===== src/rtl/bp_cce_pending_bits_if.sv =====
// Request/response bundle between the CCE decode stage and the pending-bit block.
// Signal names carry the direction seen from the pending-bit block.
interface bp_cce_pending_bits_if #(
   parameter int paddr_width_p = 40,
   parameter int cnt_width_p   = 4
);
   logic                     w_v_i;
   logic [paddr_width_p-1:0] w_addr_i;
   logic                     w_inc_i;
   logic                     w_clr_i;
   logic                     r_v_i;
   logic [paddr_width_p-1:0] r_addr_i;
   logic                     stall_i;
   logic                     pending_v_o;
   logic                     pending_o;
   logic [cnt_width_p-1:0]   cnt_o;
   logic                     overflow_o;
   logic                     underflow_o;

   // Handshake: a request is taken on a clock edge when its valid is high
   // and stall_i is low; there is no ready, and a read answers exactly one
   // cycle later with a single-cycle pending_v_o pulse.
   modport master (
      output w_v_i, w_addr_i, w_inc_i, w_clr_i, r_v_i, r_addr_i, stall_i,
      input  pending_v_o, pending_o, cnt_o, overflow_o, underflow_o
   );

   modport slave (
      input  w_v_i, w_addr_i, w_inc_i, w_clr_i, r_v_i, r_addr_i, stall_i,
      output pending_v_o, pending_o, cnt_o, overflow_o, underflow_o
   );
endinterface


===== src/rtl/bp_cce_pending_bits.sv =====
// Per-way-group saturating pending-transaction counters with a registered
// read port; a write to the group being read in the same cycle is forwarded.
module bp_cce_pending_bits #(
   parameter int paddr_width_p            = 40,
   parameter int lg_block_size_in_bytes_p = 6,
   parameter int num_way_groups_p         = 64,
   parameter int cnt_width_p              = 4
) (
   input logic                  clk_i,
   input logic                  reset_i,
   bp_cce_pending_bits_if.slave bus
);
   localparam int lg_wg_lp = $clog2(num_way_groups_p);
   localparam logic [cnt_width_p-1:0] cnt_max_lp = '1;

   logic [cnt_width_p-1:0] r_cnt [num_way_groups_p];
   logic                   r_pending_v;
   logic                   r_pending;
   logic [cnt_width_p-1:0] r_cnt_out;
   logic                   r_overflow;
   logic                   r_underflow;

   logic [lg_wg_lp-1:0]    w_w_wg;
   logic [lg_wg_lp-1:0]    w_r_wg;
   logic                   w_w_en;
   logic                   w_r_en;
   logic [cnt_width_p-1:0] w_w_cur;
   logic [cnt_width_p-1:0] w_w_next;
   logic                   w_ovf;
   logic                   w_unf;
   logic [cnt_width_p-1:0] w_r_val;
   logic                   w_unused_addr;

   // Upper address bits alias onto the same group; block offset is dropped.
   assign w_w_wg = bus.w_addr_i[lg_block_size_in_bytes_p +: lg_wg_lp];
   assign w_r_wg = bus.r_addr_i[lg_block_size_in_bytes_p +: lg_wg_lp];
   assign w_unused_addr = ^{bus.w_addr_i, bus.r_addr_i};

   assign w_w_en  = bus.w_v_i & ~bus.stall_i;
   assign w_r_en  = bus.r_v_i & ~bus.stall_i;
   assign w_w_cur = r_cnt[w_w_wg];

   always_comb begin
      w_w_next = w_w_cur;
      w_ovf    = 1'b0;
      w_unf    = 1'b0;
      if (bus.w_clr_i) begin
         w_w_next = '0;
      end else if (bus.w_inc_i) begin
         if (w_w_cur == cnt_max_lp) w_ovf = 1'b1;
         else                       w_w_next = w_w_cur + cnt_width_p'(1);
      end else begin
         if (w_w_cur == '0) w_unf = 1'b1;
         else               w_w_next = w_w_cur - cnt_width_p'(1);
      end
   end

   // Read sees the post-write value when both ports hit the same group.
   assign w_r_val = (w_w_en && (w_w_wg == w_r_wg)) ? w_w_next : r_cnt[w_r_wg];

   always_ff @(posedge clk_i) begin
      if (reset_i) begin
         for (int i = 0; i < num_way_groups_p; i++) r_cnt[i] <= '0;
         r_pending_v <= 1'b0;
         r_pending   <= 1'b0;
         r_cnt_out   <= '0;
         r_overflow  <= 1'b0;
         r_underflow <= 1'b0;
      end else begin
         if (w_w_en) r_cnt[w_w_wg] <= w_w_next;
         r_overflow  <= r_overflow  | (w_w_en & w_ovf);
         r_underflow <= r_underflow | (w_w_en & w_unf);
         r_pending_v <= w_r_en;
         if (w_r_en) begin
            r_cnt_out <= w_r_val;
            r_pending <= (w_r_val != '0);
         end
      end
   end

   assign bus.pending_v_o = r_pending_v;
   assign bus.pending_o   = r_pending;
   assign bus.cnt_o       = r_cnt_out;
   assign bus.overflow_o  = r_overflow;
   assign bus.underflow_o = r_underflow;
endmodule


===== src/flat_wrapper.sv =====
// flat-port wrapper written by rule: the top's interface ports become plain ports
module bp_cce_pending_bits_flat 
#(
   parameter int paddr_width_p            = 40,
   parameter int lg_block_size_in_bytes_p = 6,
   parameter int num_way_groups_p         = 64,
   parameter int cnt_width_p              = 4
)
  (clk_i, reset_i, bus_w_v_i, bus_w_addr_i, bus_w_inc_i, bus_w_clr_i, bus_r_v_i, bus_r_addr_i, bus_stall_i, bus_pending_v_o, bus_pending_o, bus_cnt_o, bus_overflow_o, bus_underflow_o);
  bp_cce_pending_bits_if #(.paddr_width_p(paddr_width_p), .cnt_width_p(cnt_width_p)) bus_i ();
  input logic clk_i;
  input logic reset_i;
  input wire logic [$bits(bus_i.w_v_i)-1:0] bus_w_v_i;
  input wire logic [$bits(bus_i.w_addr_i)-1:0] bus_w_addr_i;
  input wire logic [$bits(bus_i.w_inc_i)-1:0] bus_w_inc_i;
  input wire logic [$bits(bus_i.w_clr_i)-1:0] bus_w_clr_i;
  input wire logic [$bits(bus_i.r_v_i)-1:0] bus_r_v_i;
  input wire logic [$bits(bus_i.r_addr_i)-1:0] bus_r_addr_i;
  input wire logic [$bits(bus_i.stall_i)-1:0] bus_stall_i;
  output wire logic [$bits(bus_i.pending_v_o)-1:0] bus_pending_v_o;
  output wire logic [$bits(bus_i.pending_o)-1:0] bus_pending_o;
  output wire logic [$bits(bus_i.cnt_o)-1:0] bus_cnt_o;
  output wire logic [$bits(bus_i.overflow_o)-1:0] bus_overflow_o;
  output wire logic [$bits(bus_i.underflow_o)-1:0] bus_underflow_o;
  assign bus_i.w_v_i = bus_w_v_i;
  assign bus_i.w_addr_i = bus_w_addr_i;
  assign bus_i.w_inc_i = bus_w_inc_i;
  assign bus_i.w_clr_i = bus_w_clr_i;
  assign bus_i.r_v_i = bus_r_v_i;
  assign bus_i.r_addr_i = bus_r_addr_i;
  assign bus_i.stall_i = bus_stall_i;
  assign bus_pending_v_o = bus_i.pending_v_o;
  assign bus_pending_o = bus_i.pending_o;
  assign bus_cnt_o = bus_i.cnt_o;
  assign bus_overflow_o = bus_i.overflow_o;
  assign bus_underflow_o = bus_i.underflow_o;
  bp_cce_pending_bits #(.paddr_width_p(paddr_width_p), .lg_block_size_in_bytes_p(lg_block_size_in_bytes_p), .num_way_groups_p(num_way_groups_p), .cnt_width_p(cnt_width_p)) u_core (.clk_i(clk_i), .reset_i(reset_i), .bus(bus_i));
endmodule

===== config.mk =====
export PLATFORM = sky130hd
export DESIGN_NAME = bp_cce_pending_bits_flat
export DESIGN_NICKNAME = d
export VERILOG_FILES = /design/src/rtl/bp_cce_pending_bits_if.sv /design/src/rtl/bp_cce_pending_bits.sv /design/src/flat_wrapper.sv
export SDC_FILE = /design/constraint.sdc
export NUM_CORES = 1
export LEC_CHECK = 0
export ABC_CLOCK_PERIOD_IN_PS = 4220
export BUFFER_PORTS_ARGS = -buffer_cell sky130_fd_sc_hd__buf_2
export CAP_MARGIN = 10
export CORE_ASPECT_RATIO = 0.8
export CORE_MARGIN = 10
export CORE_UTILIZATION = 62
export CTS_CLUSTER_DIAMETER = 120
export DETAILED_ROUTE_END_ITERATION = 12
export MAX_ROUTING_LAYER = met4
export PLACE_DENSITY = 0.81
export SYNTH_ARGS = -nofsm -noshare
export SYNTH_HDL_FRONTEND = slang
export SYNTH_SLANG_ARGS = --single-unit

===== constraint.sdc =====
create_clock -name clk_i -period 4.22 [get_ports clk_i]
set_input_delay 0.422 -clock clk_i [delete_from_list [all_inputs] [get_ports clk_i]]
set_output_delay 0.422 -clock clk_i [all_outputs]
set_load 0.02 [all_outputs]

# == Yosys cells after proc, flatten, opt, wreduce, memory -nomap -nowiden ==
# Memories as Yosys holds them, arrays and structs flattened.
# Cells that the tools add are included.
# totals
ramBits,256
elab_cells,40
n_memories,1
regBits,8
in_bits,87
# memory_table
name,depth,width,rd,rd_ports_with_merged_regs,write_ports,line,source
u_core.r_cnt,64,4,2,0,64,bp_cce_pending_bits.sv:16,logic [cnt_width_p-1:0] r_cnt [num_way_groups_p];
# classes
eq_ne,2
n_bitwise,7
n_mux,19
reduce_logical,4
n_addsub,2
# ops
operator,count
$mux 4,6
$mux 1,12
$eq 6x6->1,1
$mux 6,1
$add 4x1->4 const B,1
$and 1x1->1,4
$eq 4x4->1 const B,1
$logic_not 4->1,1
$reduce_bool 4->1,1
$reduce_or 4->1,1
$sub 4x1->4 const B,1
$or 1x1->1,2
$logic_and 1x1->1,1
$not 1->1,1

# == Logic depth before layout (Yosys ltp) ==
# logic_depth
depth_word,7
mapped_depth,18
mapped_depth_nobuf,12

# == Worst setup path before layout ==
# Ideal clock, no wire load.
# synth_path
path_type,input to register
start,in bus_w_addr_i[8]
end,mem u_core.r_cnt[31][0] (data pin)
stages,16
t_arrival_ps,3364
required_ps,3958
setup_slack_ps,595
path_buffers,6
setup_time_ps,262
cell_sequence,buf_4 buf_6 buf_2 buf_2 mux4_2 mux2_2 nand2_1 and4_1 ha_1 nor2b_1 nand2_1 mux2i_1 mux2i_1 buf_2 buf_2 nor2_1
# synth_lines
item,line,source
"start, declared",flat_wrapper.sv:14,input wire logic [$bits(bus_i.w_addr_i)-1:0] bus_w_addr_i;
"end, declared",bp_cce_pending_bits.sv:16,

==> flow_summary.yaml <==
run_status:
  run_status: "finished clean"
job:
  number_of_max_capacitance_violations_reported: 0
floorplan:
  rows: 50
  top_level_ports: 95
  start_util_pct: 63.4
  fp.dieArea_mm2: 0.0308
  die-width_um: 194
  floorplan.core_area_mm2: 0.0236
  floorplan.die.height_um: 159
worst_setup_path:
  cp_data_arrival_time_ps: 4090
  worst-r2r-setup-slack_ps: 410
  worst_ep_required_time_ps: 4500
  worstSetupPathDepth: 13
  cell_breakdown_of_the_critical_path: "mux4_2 > mux2i_1 > o22ai_1 > a21oi_1 > and4_1 > ha_1 > nor2b_1 > nand2_1 > mux2i_1 > buf_4 > mux2i_4 > buf_12 > nor2_1"
  timing.critical_path.from_type: "flip-flop"
  highest_delay_cell_along_the_critical_path: "mux4_2"
  worst_r2r_startpoint: "u_core.r_cnt[39][0]"
  critPathBufInv: 2
  r2r.worst_path.cells: 13
  worst_path_most_repeated_cell: "mux2i_1"
  critical_path.reg2reg.endpoint: "u_core.r_cnt[1][0]"
  crit_path_to: "u_core.r_cnt[1][0]"
  crit_path_start: "u_core.r_cnt[39][0]"
  largest_fanout_on_the_critical_path: 32
  critical-path-max-stage-delay_ps: 480
  crit_type: "flip-flop to flip-flop"
  setup.worst_path.end_class: "flip-flop"
  dominant_delay_contributor_by_cell_family_on_the_critical_path: "multiplexers"
global_route:
  first_global_vias: 10400
  global_route.usage.total_pct: 28.9
  wire_length_of_the_first_global_routing_pass_um: 66900
  pin_count_of_the_biggest_net_entering_global_routing: 66
  grt_overflow: 0
  grt_antenna_before_repair: 4
timing:
  hold_violations: 0
  finalClockSkew_ps: 12.7
  min_period_over_period_pct: 90.2
  grt_setup_unrepaired: "false"
  hold_slack_ps: 172
  period_minus_slack_ps: 3810
  finalSetupViolations: 0
  timing_max_transition_violations_final: 0
  worstMarginPinSlew_ps: 1190
  max_freq_ghz: 0.263
  setup_total_negative_slack_ps: 0
  maxSlewHeadroom_pct: 20.1
power_and_ir_drop:
  power_report.internal_total_uw: 4640
  power.share.switching_pct: 26.5
  power_density_mw_per_mm2: 382
  power.sequential.fraction_pct: 48.0
  peakVddDrop_mv: 0.347
  p_switching_uw: 1670
  power.share.clock_pct: 36.2
  static-leakage-power_uw: 0.00569
  comb_power_share_pct: 15.7
cells_and_area:
  area_growth_syn_to_layout_pct: 10.4
  design.final.nets: 1264
  filler_cell_count_in_the_final_layout: 1570
  layout-drive-gt1-share_pct: 27.7
synthesis:
  post_synth_num_cell_types: 69
  yosysTopAreaCellShare_pct: 51.4
  synth_area_leader_cell: "edfxtp_1"
  syn_area_per_cell_um2: 13.0
  synth_warnings: 0
  mappedNetlistArea_mm2: 0.0150
  synthesis.instances: 1151
  syn-num-nets: 1241
  ys_seq_elements: 264
  synth_enable_flop_cells: 256
  async_reset_ff_share_pct: 0
  synth_ff_type: "edfxtp_1"
  seq_area_frac_synth_pct: 52.5
  cell_types_with_the_largest_area_share_after_synthesis: "edfxtp_1 (51%), mux4_2 (18%), nor2_1 (5.5%)"
clock_tree:
  clk-insertion-delay-late_ps: 550
  holdBufCountCts: 0
  cts_max_level: 1
  post_cts.resized_instances: 0
  tritoncts: "built"
  tritoncts.num_buffers: 26
  ctsRootBufferMaster: "clkbuf_16"
  cts_setup_buffers: 0
  cts_num_sinks: 264
  clkSlewWorstSetupHoldPaths_ps: 60
  clockBufferDepth: 3
drt:
  post_route_drc: 0
  postRouteWirelength_um: 44100
  drtIter0Drc: 1978
  drt_first_pass_iters: 6
  avgRoutedWirePerCell_um: 29.2
  ant_nets: 0
  drt-vias-per-instance: 7.23
  route.vias.total: 10900
placement:
  gpl.final_weighted_congestion: 1.02
  io_buffers: 26
  dp_hpwl_um: 31100
min_path:
  worst_hold_path_type: "input port to flip-flop"
[logic make-up (layout without fill, tap and decap cells)]
kind of cell	Yosys count	after routing	share of synthesized area, %
AOI/OAI and AO/OA	99	99	5.15
xor gates and xnor gates	7	7	0.410
adders and majority gates	3	3	0.251
buffers and inverters	107	149	4.19
DFF	264	264	52.5
muxes	165	165	20.9
other	0	4	0
and+or+nand+nor	506	506	16.6
[worst reg2reg max path, stage by stage (launching register included)]
cell	delay, ps
edfxtp_1	420
mux4_2	480
mux2i_1	370
o22ai_1	140
a21oi_1	120
and4_1	360
ha_1	260
nor2b_1	210
nand2_1	80
mux2i_1	250
buf_4	180
mux2i_4	310
buf_12	250
nor2_1	100
[state kept, by name (all words and copies together) (netlist names)]
name	count
u_core.bus.underflow_o	1
u_core.bus.cnt_o	4
u_core.r_cnt	256
u_core.bus.pending_v_o	1
u_core.bus.overflow_o	1
u_core.bus.pending_o	1
[worst min path at each step]
stage                                   start                      to  slack (ps)  cells after the start
final                                 reset_i     u_core.bus.cnt_o[0]         170                      2
after CTS                             reset_i     u_core.bus.cnt_o[0]         160                      2
after global placement    u_core.bus.cnt_o[0]     u_core.bus.cnt_o[0]         450                      2
after global routing                  reset_i  u_core.bus.underflow_o         190                      2
after floorplan           u_core.bus.cnt_o[0]     u_core.bus.cnt_o[0]         530                      2
after detailed placement  u_core.bus.cnt_o[0]     u_core.bus.cnt_o[0]         450                      2
[power groups by stage]
stage	clock network (uW)	registers (uW)	logic [uW]
6_report	2290	3030	992
5_1_grt	2400	3030	1030
4_1_cts	2290	3020	968
3_5_place_dp	0	3080	961
3_3_place_gp	0	3070	947
2_1_floorplan	0	3050	657
[synthesized netlist by cell type (all sizes together) (4+ instances only)]
master and n:
mux4 117, edfxtp 256, mux2 12, nand2b 12, xnor2 4, and2 7, nand3b 6, mux2i 36
a22o 7, a32oi 5, nand2 138, nor4 4, a221oi 11, a221o 4, nor3b 6, nand3 12
and3 8, a22oi 5, inv 8, nor2b 8, a21oi 14, o21ai 5, a31oi 6, o2111ai 4
nor3 11, or2 4, nor2 279, buf 63, o22ai 7, dfxtp 8, clkbuf 34
[stage by stage]
step           total power, uW  cells  worst slack [ps]  cell area, um^2  util (%)
4_1_cts                   6280   1505               482            16500      70.0
5_1_grt                   6470   1509               252            16500      70.0
3_3_place_gp              4020   1458              80.5            15700      66.5
6_report                  6310   1509               414            16500      70.0
3_5_place_dp              4040   1458              44.4            15700      66.5
2_1_floorplan             3700   1151               595            15000         -
[cell usage in the layout (no fill, tap or decap), drive strengths merged, types with 5 or more instances in the layout]
| cell type | count |
|---|---|
| and2 | 7 |
| o21ai | 5 |
| edfxtp | 256 |
| a32oi | 5 |
| dfxtp | 8 |
| and3 | 8 |
| a22oi | 5 |
| mux2 | 12 |
| nor2 | 279 |
| a221oi | 11 |
| mux2i | 36 |
| inv | 9 |
| nor2b | 8 |
| buf | 92 |
| a31oi | 6 |
| nor3 | 11 |
| nand2b | 12 |
| mux4 | 117 |
| clkinv | 11 |
| nand2 | 138 |
| a22o | 7 |
| a21oi | 14 |
| clkbuf | 34 |
| o22ai | 7 |
| nor3b | 6 |
| nand3 | 12 |
| nand3b | 6 |
[routing by layer]
metal,vias up,track usage [%],wire length [um]
met4,0,8.44,1680
met2,1004,42.0,19800
met3,138,8.09,6940
met1,5379,39.0,15700
met5,-,-,0
li1,4395,-,-
[final cells by class]
type,instances,area [um^2],area share (%)
antenna,4,10.0,0.0606
clock buffer,34,701,4.24
clock inverter,13,128,0.773
inverter,10,37.5,0.227
multi-input combinational,780,6520,39.5
sequential,264,7850,47.5
tap,312,390,2.36
timing repair buffer,92,881,5.33
Note: power is estimated with default switching activity, not from simulation.
